[config.mk]
export PLATFORM = sky130hd
export DESIGN_NAME = uart_rx_cfg
export DESIGN_NICKNAME = d
export VERILOG_FILES = /design/src/rtl/uart_pkg.sv /design/src/rtl/uart_rx_sampler.sv /design/src/rtl/uart_rx_cfg.sv
export SDC_FILE = /design/constraint.sdc
export NUM_CORES = 1
export LEC_CHECK = 0
export CAP_MARGIN = 30
export CELL_PAD_IN_SITES_DETAIL_PLACEMENT = 1
export CELL_PAD_IN_SITES_GLOBAL_PLACEMENT = 1
export CORE_ASPECT_RATIO = 1.75
export CORE_MARGIN = 5
export CORE_UTILIZATION = 48
export DETAILED_ROUTE_END_ITERATION = 8
export PLACE_DENSITY_LB_ADDON = 0.1
export SLEW_MARGIN = 5
export SYNTH_ARGS = -nofsm -noshare
export SYNTH_HDL_FRONTEND = slang
export SYNTH_HIERARCHICAL = 1
export SYNTH_SLANG_ARGS = --single-unit
[constraint.sdc]
create_clock -name CLK -period 6.9 [get_ports CLK]
set_input_delay 1.035 -clock CLK [delete_from_list [all_inputs] [get_ports CLK]]
set_output_delay 1.035 -clock CLK [all_outputs]
set_load 0.01 [all_outputs]
[src/rtl/uart_pkg.sv]
// Shared types and constants for the configurable UART receive path.
// Holds the receiver FSM encoding, parity-type codes and the legal prescale ratios.
package uart_pkg;

    typedef enum logic [2:0] {
        ST_IDLE   = 3'd0,
        ST_START  = 3'd1,
        ST_DATA   = 3'd2,
        ST_PARITY = 3'd3,
        ST_STOP1  = 3'd4,
        ST_STOP2  = 3'd5,
        ST_DONE   = 3'd6
    } rx_state_e;

    localparam logic PAR_EVEN = 1'b0;
    localparam logic PAR_ODD  = 1'b1;

    localparam logic [5:0] PRESCALE_8  = 6'd8;
    localparam logic [5:0] PRESCALE_16 = 6'd16;
    localparam logic [5:0] PRESCALE_32 = 6'd32;

    // Anything other than 8 or 16 oversamples at 32.
    function automatic logic [5:0] legal_prescale(input logic [31:0] p);
        if (p == 32'd8) begin
            return PRESCALE_8;
        end
        if (p == 32'd16) begin
            return PRESCALE_16;
        end
        return PRESCALE_32;
    endfunction

endpackage

[src/rtl/uart_rx_sampler.sv]
// Per-bit edge counter with three-point majority vote around the bit centre.
// bit_done_o strobes on the last sample (edge_cnt = P/2+1) together with the voted value.
module uart_rx_sampler (
    input  logic       clk_i,
    input  logic       rst_ni,
    input  logic       rx_s_i,
    input  logic       start_i,
    input  logic       run_i,
    input  logic [5:0] prescale_i,
    output logic       bit_done_o,
    output logic       bit_val_o
);

    logic [5:0] cnt_q, cnt_d;
    logic [1:0] smp_q, smp_d;
    logic [5:0] half;

    assign half = {1'b0, prescale_i[5:1]};

    // The start-detect cycle itself is edge 0 of the start bit, so counting resumes at 1.
    always_comb begin
        cnt_d = '0;
        smp_d = smp_q;
        if (start_i) begin
            cnt_d = 6'd1;
        end else if (run_i) begin
            cnt_d = (cnt_q == prescale_i - 6'd1) ? 6'd0 : cnt_q + 6'd1;
        end
        if (run_i && (cnt_q == half - 6'd1)) begin
            smp_d[0] = rx_s_i;
        end
        if (run_i && (cnt_q == half)) begin
            smp_d[1] = rx_s_i;
        end
    end

    always_ff @(posedge clk_i or negedge rst_ni) begin
        if (!rst_ni) begin
            cnt_q <= '0;
            smp_q <= '0;
        end else begin
            cnt_q <= cnt_d;
            smp_q <= smp_d;
        end
    end

    assign bit_done_o = run_i && (cnt_q == half + 6'd1);
    assign bit_val_o  = (smp_q[0] & smp_q[1]) | (smp_q[0] & rx_s_i) | (smp_q[1] & rx_s_i);

endmodule

[src/rtl/uart_rx_cfg.sv]
// Configurable UART receiver: input synchroniser, frame FSM, shift register and parity/stop checks.
// Frame config is latched at start detection; results are published one cycle after DONE.
module uart_rx_cfg
    import uart_pkg::*;
#(
    parameter int DATA_WIDTH     = 8,
    parameter int SYNC_STAGES    = 2,
    parameter int PRESCALE_WIDTH = 6
) (
    input  logic                      CLK,
    input  logic                      RST_N,
    input  logic                      RX_IN,
    input  logic                      PAR_EN,
    input  logic                      PAR_TYP,
    input  logic                      STOP2,
    input  logic [PRESCALE_WIDTH-1:0] Prescale,
    output logic [DATA_WIDTH-1:0]     P_DATA,
    output logic                      data_valid,
    output logic                      parity_error,
    output logic                      framing_error,
    output logic                      busy,
    output logic [2:0]                state_dbg_o
);

    localparam logic [3:0] LAST_BIT = 4'(DATA_WIDTH - 1);

    logic [SYNC_STAGES-1:0] sync_q;
    logic                   rx_s;
    rx_state_e              state_q, state_d;
    logic                   par_en_q, par_en_d, par_typ_q, par_typ_d, stop2_q, stop2_d;
    logic [5:0]             presc_q, presc_d;
    logic [DATA_WIDTH-1:0]  shift_q, shift_d, p_data_q, p_data_d;
    logic [3:0]             bit_cnt_q, bit_cnt_d;
    logic                   par_err_q, par_err_d, frm_err_q, frm_err_d;
    logic                   dv_q, dv_d, perr_q, perr_d, ferr_q, ferr_d;
    logic                   start_det, bit_done, bit_val;

    assign rx_s      = sync_q[SYNC_STAGES-1];
    assign start_det = (state_q == ST_IDLE) && !rx_s;

    uart_rx_sampler u_sampler (
        .clk_i      (CLK),
        .rst_ni     (RST_N),
        .rx_s_i     (rx_s),
        .start_i    (start_det),
        .run_i      (state_q != ST_IDLE),
        .prescale_i (presc_q),
        .bit_done_o (bit_done),
        .bit_val_o  (bit_val)
    );

    always_comb begin
        state_d   = state_q;
        par_en_d  = par_en_q;
        par_typ_d = par_typ_q;
        stop2_d   = stop2_q;
        presc_d   = presc_q;
        shift_d   = shift_q;
        bit_cnt_d = bit_cnt_q;
        par_err_d = par_err_q;
        frm_err_d = frm_err_q;
        p_data_d  = p_data_q;
        perr_d    = perr_q;
        ferr_d    = ferr_q;
        dv_d      = 1'b0;
        case (state_q)
            ST_IDLE: begin
                if (!rx_s) begin
                    state_d   = ST_START;
                    par_en_d  = PAR_EN;
                    par_typ_d = PAR_TYP;
                    stop2_d   = STOP2;
                    presc_d   = legal_prescale(32'(Prescale));
                    bit_cnt_d = '0;
                    par_err_d = 1'b0;
                    frm_err_d = 1'b0;
                end
            end
            ST_START: begin
                if (bit_done) begin
                    state_d = bit_val ? ST_IDLE : ST_DATA;
                end
            end
            ST_DATA: begin
                if (bit_done) begin
                    shift_d   = {bit_val, shift_q[DATA_WIDTH-1:1]};
                    bit_cnt_d = bit_cnt_q + 4'd1;
                    if (bit_cnt_q == LAST_BIT) begin
                        state_d = par_en_q ? ST_PARITY : ST_STOP1;
                    end
                end
            end
            ST_PARITY: begin
                if (bit_done) begin
                    par_err_d = bit_val != ((^shift_q) ^ (par_typ_q == PAR_ODD));
                    state_d   = ST_STOP1;
                end
            end
            ST_STOP1: begin
                if (bit_done) begin
                    frm_err_d = frm_err_q | !bit_val;
                    state_d   = stop2_q ? ST_STOP2 : ST_DONE;
                end
            end
            ST_STOP2: begin
                if (bit_done) begin
                    frm_err_d = frm_err_q | !bit_val;
                    state_d   = ST_DONE;
                end
            end
            ST_DONE: begin
                perr_d  = par_err_q;
                ferr_d  = frm_err_q;
                state_d = ST_IDLE;
                if (!par_err_q && !frm_err_q) begin
                    p_data_d = shift_q;
                    dv_d     = 1'b1;
                end
            end
            default: state_d = ST_IDLE;
        endcase
    end

    always_ff @(posedge CLK or negedge RST_N) begin
        if (!RST_N) begin
            sync_q    <= '1;
            state_q   <= ST_IDLE;
            par_en_q  <= 1'b0;
            par_typ_q <= PAR_EVEN;
            stop2_q   <= 1'b0;
            presc_q   <= PRESCALE_32;
            shift_q   <= '0;
            bit_cnt_q <= '0;
            par_err_q <= 1'b0;
            frm_err_q <= 1'b0;
            p_data_q  <= '0;
            dv_q      <= 1'b0;
            perr_q    <= 1'b0;
            ferr_q    <= 1'b0;
        end else begin
            sync_q    <= {sync_q[SYNC_STAGES-2:0], RX_IN};
            state_q   <= state_d;
            par_en_q  <= par_en_d;
            par_typ_q <= par_typ_d;
            stop2_q   <= stop2_d;
            presc_q   <= presc_d;
            shift_q   <= shift_d;
            bit_cnt_q <= bit_cnt_d;
            par_err_q <= par_err_d;
            frm_err_q <= frm_err_d;
            p_data_q  <= p_data_d;
            dv_q      <= dv_d;
            perr_q    <= perr_d;
            ferr_q    <= ferr_d;
        end
    end

    assign P_DATA        = p_data_q;
    assign data_valid    = dv_q;
    assign parity_error  = perr_q;
    assign framing_error = ferr_q;
    assign busy          = (state_q != ST_IDLE);
    assign state_dbg_o   = state_q;

endmodule

==> impl_metrics.tcl, run 1 <==
set metrics [dict create \
    timing.final.crit_share 0.424 \
    routed_wire_length_um 5520 \
    hold_buffers 0 \
    antenna_cells 0 \
    dpl.hpwl_um 4230 \
    worst_ep_arrival_time_ps 1890 \
    globalRouteOverflowTotal 0 \
    worst_path_max_fanout 14 \
    worst_ep_required_time_ps 5860 \
    cap_viol_max_count 0 \
    floorplan.rows 35 \
    synth_simple_gate_area_frac 0.161 \
    setup-violations-final 0 \
    worst-slew-pin-transition_ps 652 \
    leakage_nw 1.34 \
    detail_route.iter0.violations 38 \
    synthXorXnorAreaFrac 0.119 \
    pin_count_of_the_biggest_net_entering_global_routing 45 \
    hold_path.class "flip-flop to flip-flop" \
    clk_path_buf_depth 2 \
    worst_clock_skew_ps 2.44 \
    ys_types 54 \
    clock.fmax_mhz 342 \
    count_of_state_elements_after_synthesis 44 \
    criticalPathCategory "flip-flop to output pin" \
    sequential_element_share_of_the_synthesized_area 0.435 \
    cts.clk_slew.worst_paths_ps 80 \
    remaining_drc_errors 0 \
    synth_area_leaders "dfrtp_1, mux2_4, xnor2_1, xor2_1, mux2_2" \
    synthCells 235 \
    cts.sink_count 44 \
    port_buffers 26 \
    power_density_nw_per_um2 270 \
    synth_area_um2 2540 \
    grt_setup_unrepaired "false" \
    finalHoldViolCount 0 \
    cts_tree "yes" \
    synth.top_cell.area_share 0.404 \
    cts-htree-levels 2 \
    synth.avg_cell_area_um2 10.8 \
    status "finished clean" \
    worst_skew_pair.late_latency_ps 290 \
    synth.area.mux_share 0.115 \
    placement.cell_area_um2 2840 \
    gp_congestion 0.818 \
    final_nets 288 \
    starting_utilization_of_the_core_area 0.487 \
    boundaryPins 27 \
    dr.pass1.iters 4 \
    setup.worst_path.end_class "output pin" \
    areaGrowthSynthToFinish_pct 16.1 \
    antenna_found_initial 0 \
    final_max_slew_viol_count 0 \
    synth-edff-count 0 \
    drt-vias-per-instance 5.55 \
    stdcell_area_um2 2950 \
    fillers 575 \
    layout_commonest_cell "dfrtp_1" \
    resized_gates_after_cts 0 \
    cts-root-buf "clkbuf_8" \
    post_synth_fa_ha_maj_area_fraction 0.0335 \
    ys_warn_count 6 \
    layout_common_cells "dfrtp_1, clkdlybuf4s50_1, nand2_1, xor2_1, xnor2_1" \
    finalSetupTns_ps 0 \
    grt_pass1_wl_um 9690 \
    timing.slew.headroom 0.560 \
    placeableCoreArea_um2 5210 \
    vias_in_the_first_global_route 2016 \
    postCtsSetupRepairBufs 0 \
    hold-worst-slack_ps 361 \
    cts_buffer_count 5 \
    gr-usage-all-layers 0.181 \
    postSynth.asyncResetShare 1.00 \
    post_route_cells_drive_above_1_share 0.148 \
    antenna_violating_nets_left 0 \
    synth_area_in_compound_gates 0.0912 \
    commonest_register_cell_after_synthesis "dfrtp_1" \
    vdd.ir_drop.worst_mv 0.192 \
    routedWlPerCell_um 16.9 \
    total_via_count_in_the_routed_design 1810 \
    die_height_um 106 \
    synth_top_family_by_area "simple AND/OR/NAND/NOR gates" \
    chipWidth_um 65.0 \
    startpoint_type "flip-flop" \
    yosysTopAreaCell "dfrtp_1" \
    fp.dieArea_um2 6900 \
    period_needed_ps 2930 \
]
layer usage:
| layer | up-vias | global-route usage | share of wire |
|---|---|---|---|
| met4 | 0 | 0.0635 | 0.016 |
| met1 | 914 | 0.192 | 0.37 |
| met2 | 16 | 0.349 | 0.59 |
| li1 | 873 | - | - |
| met3 | 7 | 0.0264 | 0.017 |
| met5 | - | 0 | 0 |
registers in the layout (all words and copies together) (netlist names):
register and count:
u_sampler/cnt_q 6, data_valid 1, shift_q 8, par_typ_q 1
state_dbg_o 3, par_err_q 1, stop2_q 1, presc_q 3
u_sampler/smp_q 2, framing_error 1, P_DATA 8, bit_cnt_q 4
frm_err_q 1, par_en_q 1, parity_error 1, sync_q 2
synthesized netlist by cell type (2+ instances only):
master	instances
nand3b_1	4
mux2_2	11
nand3_1	7
inv_2	2
buf_6	2
mux2_1	2
buf_2	4
inv_1	7
a21oi_1	4
nor3_1	5
nand2b_1	9
nand4b_1	2
o21ai_0	8
xor2_1	15
dfrtp_1	41
dfstp_2	3
nand2_1	22
mux2_4	9
nor2b_1	2
buf_4	4
nand4_1	3
ha_1	6
nor2_1	13
a211oi_1	4
xnor2_1	15
o2bb2ai_1	2
a31oi_1	2
path summary, 6_finish.rpt:
path / slack, ps / endpoint / cells past startpoint / startpoint
setup / recovery: 3970 / busy / 3 / state_dbg_o[2]
hold / removal: 360 / sync_q[1] / 0 / sync_q[0]
setup reg to reg: 4410 / state_dbg_o[1] / 9 / state_dbg_o[2]
hold reg to reg: 360 / sync_q[1] / 0 / sync_q[0]
max in group asynchronous: 5850 / sync_q[0] / 2 / RST_N
min in group asynchronous: 550 / data_valid / 1 / RST_N
metrics by stage:
step           cells  utilization  setup slack (ps)  total power [W]
2_1_floorplan    246            -              4710         0.000559
4_1_cts          325        0.561              3970         0.000805
3_3_place_gp     317        0.545              4350         0.000634
3_5_place_dp     317        0.545              4320         0.000644
6_report         326        0.565              3970         0.000794
5_1_grt          326        0.565              3850         0.000856
where the power goes:
part / switching, W / leakage [nW] / internal (W)
clock: 0.0000853 / 0.0424 / 0.0000723
combinational: 0.000146 / 0.705 / 0.000138
sequential: 0.0000588 / 0.590 / 0.000293
critical path: stages (launching register included):
cell	delay [ps]
dfrtp_1	530
nor2_1	330
nand2_1	210
clkdlybuf4s50_1	520
cells by family after synthesis:
kind of cell | count (synthesis)
and+or+nand+nor | 77
DFF | 44
xor gates and xnor gates | 32
AOI/OAI and AO/OA | 31
muxes | 23
buffers and inverters | 20
adders and majority gates | 7
other | 1
area by class of cell:
cell class	count	area, um2	area share
flip-flops and latches	44	1100	0.375
inverters	9	33.8	0.0115
repair buffers	28	283	0.0960
multi-input cells	182	1370	0.465
well taps	55	68.8	0.0234
clock inverters	1	8.76	0.00297
clock buffers	7	76.3	0.0259
No activity file was read; power rests on OpenSTA's default activity.
==> inputs of run 2 (changes only) <==
--- a/config.mk
+++ b/config.mk
@@ -10,7 +10,7 @@
 export CELL_PAD_IN_SITES_GLOBAL_PLACEMENT = 1
 export CORE_ASPECT_RATIO = 1.75
 export CORE_MARGIN = 5
-export CORE_UTILIZATION = 48
+export CORE_UTILIZATION = 45
 export DETAILED_ROUTE_END_ITERATION = 8
 export PLACE_DENSITY_LB_ADDON = 0.1
 export SLEW_MARGIN = 5
==> constraint.sdc (replaced) <==
create_clock -name CLK -period 2.7 [get_ports CLK]
set_input_delay 0.405 -clock CLK [delete_from_list [all_inputs] [get_ports CLK]]
set_output_delay 0.405 -clock CLK [all_outputs]
set_load 0.01 [all_outputs]
==> run 2 against run 1 <==
Register-to-register slack worse by 4000 ps. Sequential power is 140% higher. Total power grew to 2.6 times the previous value. Clock-buffer cell count is 1 higher. Routed wire length up 1.1%. Clock power grew to 2.7 times the previous value. Worst hold slack about the same. Cell count grew 8.6%. Utilization down 1.8 points.
==> impl_metrics.tcl, run 2 (synthesis gave the netlist of run 1 again) <==
set metrics [dict create \
    top_layer_reached_by_signal_wires "met4" \
    starting_utilization_of_the_core_area 0.458 \
    period_needed_ps 2320 \
    boundaryPins 27 \
    setup-violations-final 0 \
    detailroute.wirelength.met2_um 3210 \
    cts.sink_count 44 \
    worst_ep_arrival_time_ps 2510 \
    areaGrowthSynthToFinish_pct 19.5 \
    critical_path.slowest_cell "dfstp_2" \
    floorplan.rows 36 \
    stdcell_area_um2 3030 \
    cell_count_along_the_critical_path 6 \
    worst_ep_required_time_ps 2880 \
    wirelength_met1_um 2080 \
    end_of_the_worst_register_to_register_path "shift_q[6]" \
    worst_path_max_fanout 11 \
    setup.worst_path.end_class "flip-flop" \
    routedWlPerCell_um 15.8 \
    dr.pass1.iters 4 \
    routed_wire_length_um 5580 \
    layout_common_cells "dfrtp_1, clkdlybuf4s50_1, nand2_1, xor2_1, xnor2_1" \
    pin_count_of_the_biggest_net_entering_global_routing 33 \
    crit_chain "xor2_2, o21ai_0, o211a_1, nor4bb_2, buf_4, mux2_2" \
    cts-htree-levels 2 \
    cts_buffer_count 5 \
    critical-path-top-delay-family "flip-flops" \
    post-layout-total-power_w 0.00209 \
    cts_tree "yes" \
    vias_in_the_first_global_route 1970 \
    grt_setup_unrepaired "false" \
    clock.fmax_mhz 430 \
    crit_end "shift_q[6]" \
    met3_length_um 152 \
    critical-path-max-stage-delay_ps 620 \
    cap_viol_max_count 0 \
    worstRegToRegCells 6 \
    leakage_nw 1.38 \
    finalHoldViolCount 0 \
    power_density_nw_per_um2 688 \
    status "finished clean" \
    worstPathBufferInverterCount 1 \
    worst_clock_skew_ps 5.56 \
    r2r-start "presc_q[5]" \
    placement.cell_area_um2 2930 \
    hold_path.class "flip-flop to flip-flop" \
    timing.slew.headroom 0.572 \
    finalCoreUtilization 0.547 \
    globalRouteOverflowTotal 0 \
    final_max_slew_viol_count 0 \
    total_via_count_in_the_routed_design 1804 \
    startpoint_type "flip-flop" \
    drt-vias-per-instance 5.10 \
    gp_congestion 0.776 \
    criticalPathCategory "flip-flop to flip-flop" \
    antenna_cells 0 \
    vdd.ir_drop.worst_mv 0.550 \
    finalSetupTns_ps 0 \
    gr-usage-all-layers 0.174 \
    worst_skew_pair.late_latency_ps 300 \
    placed_instances 345 \
    critical_path.startpoint "presc_q[5]" \
    fp.dieArea_um2 7300 \
    chipWidth_um 66.8 \
    cts.clk_slew.worst_paths_ps 80 \
    timing.final.crit_share 0.861 \
    die_height_um 109 \
    rrSetupSlack_ps 380 \
    post_route_cells_drive_above_1_share 0.165 \
    final_nets 295 \
    cts-root-buf "clkbuf_8" \
    detail_route.iter0.violations 43 \
    remaining_drc_errors 0 \
    grt_pass1_wl_um 9490 \
    layout_commonest_cell "dfrtp_1" \
    dpl.hpwl_um 4320 \
    antenna_found_initial 0 \
    placeableCoreArea_um2 5540 \
    port_buffers 26 \
    worst-slew-pin-transition_ps 634 \
    antenna_violating_nets_left 0 \
    layout.cells.non_filler 354 \
    clk_path_buf_depth 2 \
]
## run 2: cell count changes in the layout (fill, tap and decap cells not counted)
| cell | delta |
|---|---|
| buf_4 | +6 |
| clkbuf_8 | +1 |
| dlygate4sd3_1 | +1 |
| clkinv_4 | -1 |
## run 2: power by group
part | internal [W] | switching [W] | total (W)
Clock | 0.000209 | 0.000214 | 0.000423
Combinational | 0.000387 | 0.000441 | 0.000828
Sequential | 0.000750 | 0.0000860 | 0.000836
Total | 0.00135 | 0.000741 | 0.00209
## run 2: worst min-delay path by stage
stage	from	to	slack (ps)	depth (start not counted)
CTS	sync_q[0]	sync_q[1]	360	0
global placement	sync_q[0]	sync_q[1]	350	0
floorplan	RST_N	P_DATA[0]	110	0
detailed placement	RST_N	par_en_q	320	1
global route	sync_q[0]	sync_q[1]	370	0
finish	sync_q[0]	sync_q[1]	360	0
## run 2: layout make-up
cell class | instances | area (um2)
repair buffers | 35 | 338
clock buffers | 8 | 90.1
multi-input cells | 182 | 1370
fillers | 634 | 2510
flip-flops and latches | 44 | 1100
inverters | 9 | 33.8
well taps | 76 | 95.1
## run 2: layer usage
| metal | global-route usage | vias to the layer above |
|---|---|---|
| met5 | 0 | - |
| met4 | 0.0741 | 0 |
| met3 | 0.0399 | 8 |
| met2 | 0.329 | 20 |
| met1 | 0.176 | 894 |
| li1 | - | 882 |
## run 2: worst reg2reg max path: stages, from the launching register on
cell	delay [ps]
dfstp_2	620
xor2_2	140
o21ai_0	250
o211a_1	300
nor4bb_2	310
buf_4	230
mux2_2	360
## run 2: timing repair
action | 4_1_cts | 5_1_grt
gates resized for setup | 0 | 0
hold buffers | 1 | 0
hold endpoints to repair | 10 | 0
buffers inserted | 0 | 0
## run 2: metrics by stage
step / hold slack (ps) / worst slack, ps
CTS: 362 / 352
floorplan: 109 / 505
global route: 367 / 278
global placement: 347 / 383
finish: 361 / 376
detailed placement: 318 / 389
